===== src/rtl/inert_intf.sv =====
// Inertial sensor front end: powers up the gyro/accel over SPI, reads pitch rate and
// Y acceleration on every data-ready, and fuses them into a pitch estimate for the PID.
module inert_intf #(
  parameter int                 TMR_W          = 16,
  parameter logic signed [15:0] PTCH_RT_OFFSET = 16'sh0000
) (
  input  logic        clk,
  input  logic        rst,
  input  logic        INT,
  input  logic        done,
  input  logic [15:0] rd_data,
  output logic        wrt,
  output logic [15:0] cmd,
  output logic [15:0] ptch_rt,
  output logic [15:0] ptch,
  output logic        vld
);

  typedef enum logic [3:0] {
    WAIT_PWR, INIT1, INIT2, INIT3, INIT4, IDLE,
    RD_RL, RD_RH, RD_AL, RD_AH, CALC
  } state_t;

  state_t             state_q, state_d;
  logic [TMR_W-1:0]   tmr_q, tmr_d;
  logic               int_ff_q, int_s_q;
  logic               wrt_q, wrt_d;
  logic [15:0]        cmd_q, cmd_d;
  logic [7:0]         rl_q, rl_d, rh_q, rh_d, al_q, al_d, ah_q, ah_d;
  logic signed [15:0] ptch_rt_q, ptch_rt_d;
  logic signed [15:0] ptch_q, ptch_d;
  logic signed [26:0] ptch_int_q, ptch_int_d;
  logic               upd_q, upd_d;
  logic               vld_q, vld_d;

  logic               adv;
  logic signed [15:0] rate;
  logic signed [15:0] ay;
  logic signed [25:0] ay_prod;
  logic signed [15:0] ptch_acc;
  logic signed [26:0] fus;
  logic [7:0]         rd_hi_unused;

  assign rd_hi_unused = rd_data[15:8];

  // A done sampled while wrt is still high belongs to the previous transaction.
  assign adv = done && !wrt_q;

  assign rate     = $signed({rh_q, rl_q}) - PTCH_RT_OFFSET;
  assign ay       = $signed({ah_q, al_q});
  assign ay_prod  = 26'(ay) * 26'sd327;
  assign ptch_acc = 16'(ay_prod >>> 13);
  assign fus      = (ptch_acc > ptch_q) ? 27'sd1024 : -27'sd1024;

  always_comb begin
    // NOTE: every variable gets a default here so no path leaves one unassigned (no latches).
    state_d    = state_q;
    tmr_d      = tmr_q;
    wrt_d      = 1'b0;
    cmd_d      = cmd_q;
    rl_d       = rl_q;
    rh_d       = rh_q;
    al_d       = al_q;
    ah_d       = ah_q;
    ptch_rt_d  = ptch_rt_q;
    ptch_int_d = ptch_int_q;
    ptch_d     = upd_q ? ptch_int_q[26:11] : ptch_q;
    upd_d      = 1'b0;
    vld_d      = upd_q;

    case (state_q)
      WAIT_PWR: begin
        tmr_d = tmr_q + 1'b1;
        if (&tmr_q) begin
          state_d = INIT1; wrt_d = 1'b1; cmd_d = 16'h0D02;
        end
      end
      INIT1: if (adv) begin state_d = INIT2; wrt_d = 1'b1; cmd_d = 16'h1160; end
      INIT2: if (adv) begin state_d = INIT3; wrt_d = 1'b1; cmd_d = 16'h1250; end
      INIT3: if (adv) begin state_d = INIT4; wrt_d = 1'b1; cmd_d = 16'h1460; end
      INIT4: if (adv) state_d = IDLE;
      IDLE:  if (int_s_q) begin state_d = RD_RL; wrt_d = 1'b1; cmd_d = 16'hA200; end
      RD_RL: if (adv) begin
        rl_d = rd_data[7:0]; state_d = RD_RH; wrt_d = 1'b1; cmd_d = 16'hA300;
      end
      RD_RH: if (adv) begin
        rh_d = rd_data[7:0]; state_d = RD_AL; wrt_d = 1'b1; cmd_d = 16'hAA00;
      end
      RD_AL: if (adv) begin
        al_d = rd_data[7:0]; state_d = RD_AH; wrt_d = 1'b1; cmd_d = 16'hAB00;
      end
      RD_AH: if (adv) begin
        ah_d = rd_data[7:0]; state_d = CALC;
      end
      CALC: begin
        ptch_rt_d  = rate;
        ptch_int_d = ptch_int_q - 27'(rate) + fus;
        upd_d      = 1'b1;
        state_d    = IDLE;
      end
      default: state_d = WAIT_PWR;
    endcase
  end

  // NOTE: sequential state uses non-blocking assignments so every flop samples pre-edge values.
  always_ff @(posedge clk) begin
    if (rst) begin
      state_q    <= WAIT_PWR;
      tmr_q      <= '0;
      int_ff_q   <= 1'b0;
      int_s_q    <= 1'b0;
      wrt_q      <= 1'b0;
      cmd_q      <= 16'h0000;
      rl_q       <= 8'h00;
      rh_q       <= 8'h00;
      al_q       <= 8'h00;
      ah_q       <= 8'h00;
      ptch_rt_q  <= 16'sh0000;
      ptch_q     <= 16'sh0000;
      ptch_int_q <= 27'sh0;
      upd_q      <= 1'b0;
      vld_q      <= 1'b0;
    end else begin
      state_q    <= state_d;
      tmr_q      <= tmr_d;
      int_ff_q   <= INT;
      int_s_q    <= int_ff_q;
      wrt_q      <= wrt_d;
      cmd_q      <= cmd_d;
      rl_q       <= rl_d;
      rh_q       <= rh_d;
      al_q       <= al_d;
      ah_q       <= ah_d;
      ptch_rt_q  <= ptch_rt_d;
      ptch_q     <= ptch_d;
      ptch_int_q <= ptch_int_d;
      upd_q      <= upd_d;
      vld_q      <= vld_d;
    end
  end

  assign wrt     = wrt_q;
  assign cmd     = cmd_q;
  assign ptch_rt = ptch_rt_q;
  assign ptch    = ptch_q;
  assign vld     = vld_q;

endmodule


===== config.mk =====
export PLATFORM = sky130hd
export DESIGN_NAME = inert_intf
export DESIGN_NICKNAME = d
export VERILOG_FILES = /design/src/rtl/inert_intf.sv
export SDC_FILE = /design/constraint.sdc
export NUM_CORES = 1
export LEC_CHECK = 0
export BUFFER_PORTS_ARGS = -buffer_cell sky130_fd_sc_hd__buf_4
export CAP_MARGIN = 5
export CELL_PAD_IN_SITES_DETAIL_PLACEMENT = 1
export CELL_PAD_IN_SITES_GLOBAL_PLACEMENT = 1
export CORE_MARGIN = 3
export CORE_UTILIZATION = 30
export CTS_CLUSTER_DIAMETER = 80
export CTS_CLUSTER_SIZE = 16
export DETAILED_ROUTE_END_ITERATION = 7
export HOLD_SLACK_MARGIN = 0.08
export PLACE_DENSITY_LB_ADDON = 0.1
export SLEW_MARGIN = 25
export SYNTH_ARGS = -nofsm -noshare
export SYNTH_HDL_FRONTEND = slang
export SYNTH_SLANG_ARGS = --single-unit

===== constraint.sdc =====
create_clock -name clk -period 9.5 [get_ports clk]
set_input_delay 1.9 -clock clk [delete_from_list [all_inputs] [get_ports clk]]
set_output_delay 1.9 -clock clk [all_outputs]
set_load 0.005 [all_outputs]

==> metrics.txt, run 1 <==
cts hold-fix bufs 0; starting density of the core 30.5%; Top FF cell, synth dfxtp_1; Slowest-stage cell, CP fa_1; Worst Path Required 9810 ps; Final Max Slew Viols 0; crit path DAT 9220 ps; Avg WL per Cell 15.0 µm; Initial DRT Pass Iterations 4; DR vias 7506; final setup margin 587 ps; Yosys warnings 0; crit path time final 8910 ps; GRT overflow 0; initial antenna violation count 0; clk sinks 125; cell with the most instances on the worst path ha_1; Root Buffer clkbuf_16; Crit. End Element flop; Fin. Hold Viols 0; FF+latch count, synth 125; share of layout cells above drive strength 1 11.8%; clock transition at the registers of the reported paths 60 ps; largest net degree at the start of global routing 85; Rows 65; GR Util All Layers 14.7%; Setup crit start ah_q[2]; crit path kind flop to flop; clock latency on the worst-skew pair 420 ps; Post-synth ARST share 0%; n_diodes 0; Maximum Capacitance Violations 0; worst r2r src ah_q[2]; Final Non-Filler Cells 1605; via/cell ratio 4.68; Synth Cell Area 0.00968 mm²; Syn Area/Cell 8.62 µm²; fin util 35.6%; VDD IR max 0.000116 V; relative slew slack 33.6%; clk buf depth 2; setup_tns 0 ps; Remaining DRCs 0; die footprint 0.0345 mm²; RSZ-0062 raised after global routing no; CTS H-tree lvls 4; Slowest Stage Delay on Critical Path 540 ps; Synth Instances 1124; Final HPWL DP 18.7 mm; Layout fillers 3769; vias in the first global route 7857; most frequent cells in the layout 187 x inv_1, 133 x ha_1, 124 x dfxtp_1; Multi-input gate area 0.00632 mm²; Final Skew 9.54 ps; gp weighted congestion 0.738; Post-DRT Antenna Nets 0; most common cell after layout, fill and taps aside inv_1; Post-synth EDFFs 0; # IOs 70; Critical Path Start Type flop; dpl ws 253 ps; fmax 0.112 GHz; status complete, no violations; min-delay src int_ff_q; Pleak 5.49 nW; register area 0.00250 mm²; Hold Path Class flop to flop; Least-Margin Pin Slew 991 ps; Initial DRC Count 237; CP Max Fanout 6; floorplan core area 0.0317 mm²; pwr dens 119 mW/mm²; # nets final 1401; placed insts 1571; CTS Buf Count 17; # port buffers 56; final setup fails 0; first-pass GRT wire length 40.6 mm; die extent in y 186 µm; unique cell type count in the Yosys netlist 62; Die W 186 µm; detailed-route wire length 24.1 mm; part of the Yosys area used for sequential elements 25.8%; CTS tree yes; Area Overhead vs Synth 16.5%; Final Cycle Share 93.8%
==> metrics by stage <==
stage               cell area [µm²]  hold slack, ps  power (mW)
floorplan                      9700             414       0.660
global placement              10700             444       0.704
detailed placement            10700             448       0.705
CTS                           11300             452        1.37
global route                  11300             459        1.41
finish                        11300             444        1.34
==> worst max-delay path: cells and delay by family (launching register included) <==
kind | cells | cell delay, ps
multiplexers | 1 | 360
AO/OA/AOI/OAI | 16 | 3180
XOR/XNOR | 1 | 150
adder cells (fa/ha/maj) | 9 | 3580
flip-flops | 1 | 530
AND/OR/NAND/NOR | 4 | 490
buffers and inverters | 5 | 460
==> sequential cells by signal (all words and copies together), names as in the netlist <==
signal      flops
cmd             9
vld             1
wrt             1
int_s_q         1
al_q            8
ah_q            8
ptch_rt        16
rh_q            8
rl_q            8
tmr_q          16
int_ff_q        1
state_q         4
upd_q           1
ptch           16
ptch_int_q     27
==> per-layer routing <==
layer	share of wire [%]	vias to the layer above	global-route usage (%)
met4	1.2	0	3.66
met5	0	-	0
met3	1.4	21	2.03
li1	-	3815	-
met1	51	3621	20.6
met2	46	49	23.9
==> cell usage after synthesis, types with 4 or more instances <==
master,n,share of area (%)
a211oi_1,11,0.85
nor3_1,15,0.78
mux2i_1,57,5.9
and2_1,5,0.32
a21o_1,19,1.5
ha_1,133,17
nand2_1,89,3.4
nand2b_1,6,0.39
clkbuf_1,34,1.3
dfxtp_1,125,26
nor2b_1,10,0.65
nand4_1,13,0.84
o21ai_0,19,0.98
nor4_1,4,0.26
xor2_1,19,1.7
and3_1,5,0.32
xnor2_1,30,2.7
nor2_1,122,4.7
a21oi_1,72,3.7
or3_1,4,0.26
a31oi_1,6,0.39
or4_1,4,0.31
nand3_1,12,0.62
inv_1,187,7.2
fa_1,58,12
buf_4,7,0.54
o21bai_1,7,0.54
==> cell type report <==
class | instances | share of cell area [%]
timing repair buffer | 88 | 5.97
multi-input combinational | 771 | 56.0
clock inverter | 15 | 1.35
tap | 402 | 4.46
clock buffer | 17 | 3.77
inverter | 187 | 6.22
sequential | 125 | 22.2
==> power by group <==
part | total [mW] | internal (mW) | switching [mW]
clock | 0.645 | 0.369 | 0.276
sequential | 0.560 | 0.541 | 0.0187
combinational | 0.132 | 0.0588 | 0.0736
total | 1.34 | 0.969 | 0.368
==> logic make-up after synthesis <==
| family | synth area share (%) |
|---|---|
| AOI/OAI and AO/OA | 11.1 |
| xor gates and xnor gates | 4.43 |
| adders and majority gates | 29.2 |
| buffers and inverters | 9.29 |
| DFF | 25.8 |
| muxes | 6.01 |
| other | 0.0387 |
| and+or+nand+nor | 14.1 |
==> path summary, 6_finish.rpt <==
path                                       end  slack [ps]  cells past startpoint
worst min register to register         int_s_q         440                      1
worst min-delay path                   int_s_q         440                      1
worst max-delay path            ptch_int_q[26]         590                     36
worst max register to register  ptch_int_q[26]         590                     36
==> timing repair <==
action,in CTS,in global routing
buffers inserted,0,2
setup endpoints to repair,0,7
resized for setup,0,3
Power figures use the tool's default switching activity.
==> inputs of run 2 (changes only) <==
Settings changed: ABC_AREA set to 1.
==> metrics.txt, run 2 <==
Root Buffer clkbuf_16; relative slew slack 42.9% (+9.3 points); Rows 67 (+3.1%); Syn Area/Cell 7.40 µm² (-14%); Post-synth ARST share 0% (unchanged); setup_tns 0 ps (unchanged); unique cell type count in the Yosys netlist 51 (-18%); Pwr Total 1.99 mW (+49%); crit path time final 8380 ps (-537 ps); part of the Yosys area used for sequential elements 24.3% (-1.6 points); CP Max Fanout 15 (+9); via/cell ratio 4.64 (-0.87%); Final Cycle Share 88.2% (-5.6 points); cts hold-fix bufs 0 (unchanged); starting density of the core 30.6% (+0.064 points); Synth Cell Area 0.0103 mm² (+6.5%); DR vias 8822 (+18%); VDD IR max 0.000120 V (+2.9%); Post-DRT Antenna Nets 0 (unchanged); final setup margin 1120 ps (+537 ps); Final HPWL DP 23.1 mm (+23%); Area Overhead vs Synth 14.8%; crit path kind flop to flop; # resized after CTS 0 (unchanged); die footprint 0.0366 mm² (+6.3%); first-pass GRT wire length 47.4 mm (+17%); Worst Path Required 9820 ps (about the same); pwr dens 168 mW/mm² (+42%); Final Non-Filler Cells 1903 (+19%); Final Max Slew Viols 0 (unchanged); CTS H-tree lvls 4 (unchanged); final setup fails 0 (unchanged); Pleak 6.10 nW (+11%); Least-Margin Pin Slew 855 ps (-135 ps); most common cell in the netlist inv_1; share of layout cells above drive strength 1 8.38% (-3.4 points); vias in the first global route 9062 (+15%); Yosys warnings 0 (unchanged); detailed-route wire length 28.8 mm (+19%); CTS tree yes; crit path DAT 8700 ps (-520 ps); Initial DRC Count 211 (-11%); Final Skew 10.2 ps (+0.613 ps); status complete, no violations; # nets final 1653 (+18%); Largest register FFs 27 (unchanged); Post-synth EDFFs 0 (unchanged); most frequent cells in the layout 299 x inv_1, 164 x nand2_1, 133 x ha_1; Worst Reg-to-Reg Cells 40 (+11%); RSZ-0062 raised after global routing no; clock latency on the worst-skew pair 430 ps (about the same); top post-synthesis cells by count 299 x inv_1, 164 x nand2_1, 133 x ha_1; initial antenna violation count 0 (unchanged); FF+latch count, synth 125 (unchanged); share of the synthesized area in the top cell type 24.3% (-1.6 points); Setup Buffers After CTS 0 (unchanged); Avg WL per Cell 15.1 µm (+0.77%); main area contributors after synthesis dfxtp_1 24%, ha_1 16%, fa_1 11%; most common cell after layout, fill and taps aside inv_1; Reg with most FFs ptch_int_q; die extent in y 191 µm (+3.1%); GR Util All Layers 16.3% (+1.6 points); Die W 191 µm (+3.1%); GRT overflow 0 (unchanged); Slowest-stage cell, CP inv_1; Initial DRT Pass Iterations 4 (unchanged); top cell type by total area after synthesis dfxtp_1; largest net degree at the start of global routing 57 (-33%); dpl ws 995 ps (+742 ps); clk sinks 125 (unchanged); Synth Instances 1394 (+24%); fmax 0.119 GHz (+6.4%); cell with the most instances on the worst path inv_1; Remaining DRCs 0 (unchanged); Layout fillers 4157 (+10%); clock transition at the registers of the reported paths 60 ps (about the same); Hold Path Class flop to flop; # IOs 70 (unchanged); placed insts 1871 (+19%); n_diodes 0 (unchanged); WHS Path Cells 2 (+1); # port buffers 56 (unchanged); Slowest Stage Delay on Critical Path 610 ps (+70 ps); Top FF cell, synth dfxtp_1; Critical Path Start Type flop; Maximum Capacitance Violations 0 (unchanged); gp weighted congestion 0.807 (+9.4%); floorplan core area 0.0337 mm² (+6.2%); Crit. End Element flop; Fin. Hold Viols 0 (unchanged); CTS Buf Count 17 (unchanged); clk buf depth 2 (unchanged)
run 2: cell types whose count changed after synthesis, sizes merged, moves of 14 or more:
| cell | previous run | this run |
|---|---|---|
| nand3 | 12 | 46 |
| nor2 | 122 | 136 |
| o21ai | 19 | 132 |
| xnor2 | 30 | 11 |
| a21oi | 75 | 132 |
| nand2 | 89 | 166 |
| mux2i | 57 | 0 |
| inv | 187 | 302 |
run 2: kinds of logic after synthesis:
group	share of synthesized area [%]
buffers and inverters	12.8
adder cells (fa/ha/maj)	27.4
XOR/XNOR	3.14
AO/OA/AOI/OAI	15.8
other	0.0364
flip-flops	24.3
AND/OR/NAND/NOR	16.6
run 2: power by group:
part	switching (mW)	leakage, nW	internal (mW)	total, mW
clock	0.263	0.314	0.464	0.727
sequential	0.0222	1.01	0.552	0.574
combinational	0.458	4.78	0.235	0.693
total	0.744	6.10	1.25	1.99
run 2: metal layers:
metal  part of all wire, %  GRT usage (%)
met4                  0.81           3.19
met5                     0              0
met3                   2.6           2.62
met1                    51           22.6
met2                    45           26.7
run 2: worst max-delay path, delay by kind of cell, from the launching register on:
kind	cells	cell delay, ps
xor+xnor	1	330
simple gates	13	1250
buf+inv	9	1090
flops	1	440
fa+ha+maj	9	3620
compound gates	8	1530
run 2: area by class of cell:
type	instances	area [µm²]	area share, %
clock buffers	21	470	3.98
clock inverters	11	180	1.52
inverters	304	1140	9.65
multi-input cells	933	6520	55.1
flip-flops and latches	125	2500	21.2
well taps	448	561	4.74
repair buffers	61	458	3.87
run 2: final timing paths:
check	from	end	slack, ps
hold reg to reg	int_ff_q	int_s_q	410
setup reg to reg	ah_q[6]	ptch_int_q[26]	1120
hold / removal	int_ff_q	int_s_q	410
setup / recovery	ah_q[6]	ptch_int_q[26]	1120
run 2: stage by stage:
step	hold slack, ps	util [%]	instance area (µm²)
after CTS	412	35.1	11800
after global placement	404	33.2	11200
after global routing	443	35.1	11800
after floorplan	388	-	10300
after detailed placement	404	33.2	11200
final	408	35.1	11800
==> inputs of run 3 (changes only) <==
Settings changed: CORE_ASPECT_RATIO set to 1.4, PLACE_DENSITY set to 0.7, PLACE_DENSITY_LB_ADDON 0.1 to not set.
==> metrics.txt, run 3 (synthesis results as in run 2) <==
clk buf depth 2 (unchanged); CTS tree yes; Final Skew 7.70 ps (-2.45 ps); Die W 163 µm (-15%); fmax 0.118 GHz (-0.99%); setup_tns 0 ps (unchanged); n_diodes 0 (unchanged); cts hold-fix bufs 0 (unchanged); crit path kind flop to flop; Layout fillers 4199 (+1.0%); Root Buffer clkbuf_16; detailed-route wire length 28.2 mm (-2.0%); GR Util All Layers 15.7% (-0.55 points); share of layout cells above drive strength 1 8.18% (-0.20 points); pwr dens 163 mW/mm² (-3.5%); die footprint 0.0367 mm² (about the same); die extent in y 225 µm (+18%); area of placed instances 0.0112 mm² (-0.11%); Initial DRT Pass Iterations 4 (unchanged); Slowest Stage Delay on Critical Path 590 ps (-20 ps); Final HPWL DP 22.9 mm (-1.1%); Multi-input gate area 0.00652 mm² (unchanged); # nets final 1652 (-0.060%); RSZ-0062 raised after global routing no; Rows 79 (+18%); Avg WL per Cell 14.9 µm (-1.8%); status complete, no violations; Maximum Capacitance Violations 0 (unchanged); first-pass GRT wire length 46.8 mm (-1.3%); Crit. End Element flop; fin area 0.0117 mm² (-0.77%); most frequent cells in the layout 299 x inv_1, 164 x nand2_1, 133 x ha_1; final setup fails 0 (unchanged); GRT overflow 0 (unchanged); VDD IR max 0.000105 V (-13%); Least-Margin Pin Slew 924 ps (+69.0 ps); floorplan core area 0.0336 mm² (-0.27%); clock latency on the worst-skew pair 440 ps (about the same); crit path DAT 8790 ps (+90 ps); largest net degree at the start of global routing 68 (+19%); fin util 34.9% (-0.18 points); Critical Path Start Type flop; Worst Path Required 9830 ps (about the same); Final Cycle Share 89.0% (+0.88 points); Fin. Hold Viols 0 (unchanged); Final Non-Filler Cells 1899 (-0.21%); Pwr Total 1.91 mW (-4.3%); DR vias 9049 (+2.6%); initial antenna violation count 0 (unchanged); Hold Path Class flop to flop; crit path time final 8460 ps (+83.3 ps); via/cell ratio 4.77 (+2.8%); vias in the first global route 9583 (+5.7%); Remaining DRCs 0 (unchanged); worst r2r src ah_q[6]; Largest register FFs 27 (unchanged); CTS Buf Count 17 (unchanged); Reg with most FFs ptch_int_q; Worst Reg-to-Reg Cells 38 (-5.0%); CTS H-tree lvls 4 (unchanged); CP Max Fanout 15 (unchanged); Slowest-stage cell, CP inv_1; WHS Path Cells 2 (unchanged); cell with the most instances on the worst path nand2_1; register area 0.00250 mm² (about the same); Setup Buffers After CTS 0 (unchanged); Setup crit start ah_q[6]; starting density of the core 30.7% (+0.084 points); placed insts 1867 (-0.21%); min-delay src int_ff_q; Initial DRC Count 241 (+14%); gp weighted congestion 0.867 (+7.4%); relative slew slack 38.3% (-4.6 points); # port buffers 56 (unchanged); # resized after CTS 0 (unchanged); Pleak 6.05 nW (-0.91%); Area Overhead vs Synth 13.9%; most common cell after layout, fill and taps aside inv_1; Post-DRT Antenna Nets 0 (unchanged); # IOs 70 (unchanged); clock transition at the registers of the reported paths 60 ps (about the same); Final Max Slew Viols 0 (unchanged); clk sinks 125 (unchanged)
-- run 3: cell types whose count changed in the layout (fill, tap and decap cells not counted), sizes merged --
cell | previous run | this run
clkinvlp | 1 | 5
inv | 304 | 308
bufinv | 4 | 1
clkinv | 6 | 3
clkbuf | 21 | 19
buf | 61 | 60
-- run 3: per-stage QoR --
step,setup WS (ps),hold slack [ps]
final,1040,410
after floorplan,2270,388
after detailed placement,973,404
after global routing,168,432
after global placement,1100,401
after CTS,948,415
-- run 3: critical path: cells and delay by family (launching register included) --
family / cells / cell delay [ps]
adders and majority gates: 9 / 3670
AOI/OAI and AO/OA: 9 / 1660
and+or+nand+nor: 12 / 1240
buffers and inverters: 7 / 950
DFF: 1 / 440
xor gates and xnor gates: 1 / 380
-- run 3: worst paths after layout --
path / to / slack, ps
max: ptch_int_q[25] / 1040
min: int_s_q / 410
max reg2reg: ptch_int_q[25] / 1040
min reg2reg: int_s_q / 410
-- run 3: area by class of cell --
| cell class | count | share of cell area [%] |
|---|---|---|
| flip-flops and latches | 125 | 21.3 |
| well taps | 445 | 4.74 |
| inverters | 304 | 9.72 |
| multi-input cells | 933 | 55.5 |
| clock buffers | 19 | 3.77 |
| repair buffers | 60 | 3.84 |
| clock inverters | 13 | 1.12 |
-- run 3: per-layer routing --
layer	wire length [µm]	up-vias	track usage, %
met5	0	-	0
met3	644	39	2.22
met4	630	0	5.16
met1	11500	4378	17.2
met2	15400	95	30.6
li1	-	4537	-
-- run 3: power breakdown --
group          switching (mW)  total, mW  internal [mW]  leakage [nW]
Sequential             0.0229      0.575          0.552          1.01
Clock                   0.272      0.644          0.372         0.265
Combinational           0.456      0.690          0.234          4.77
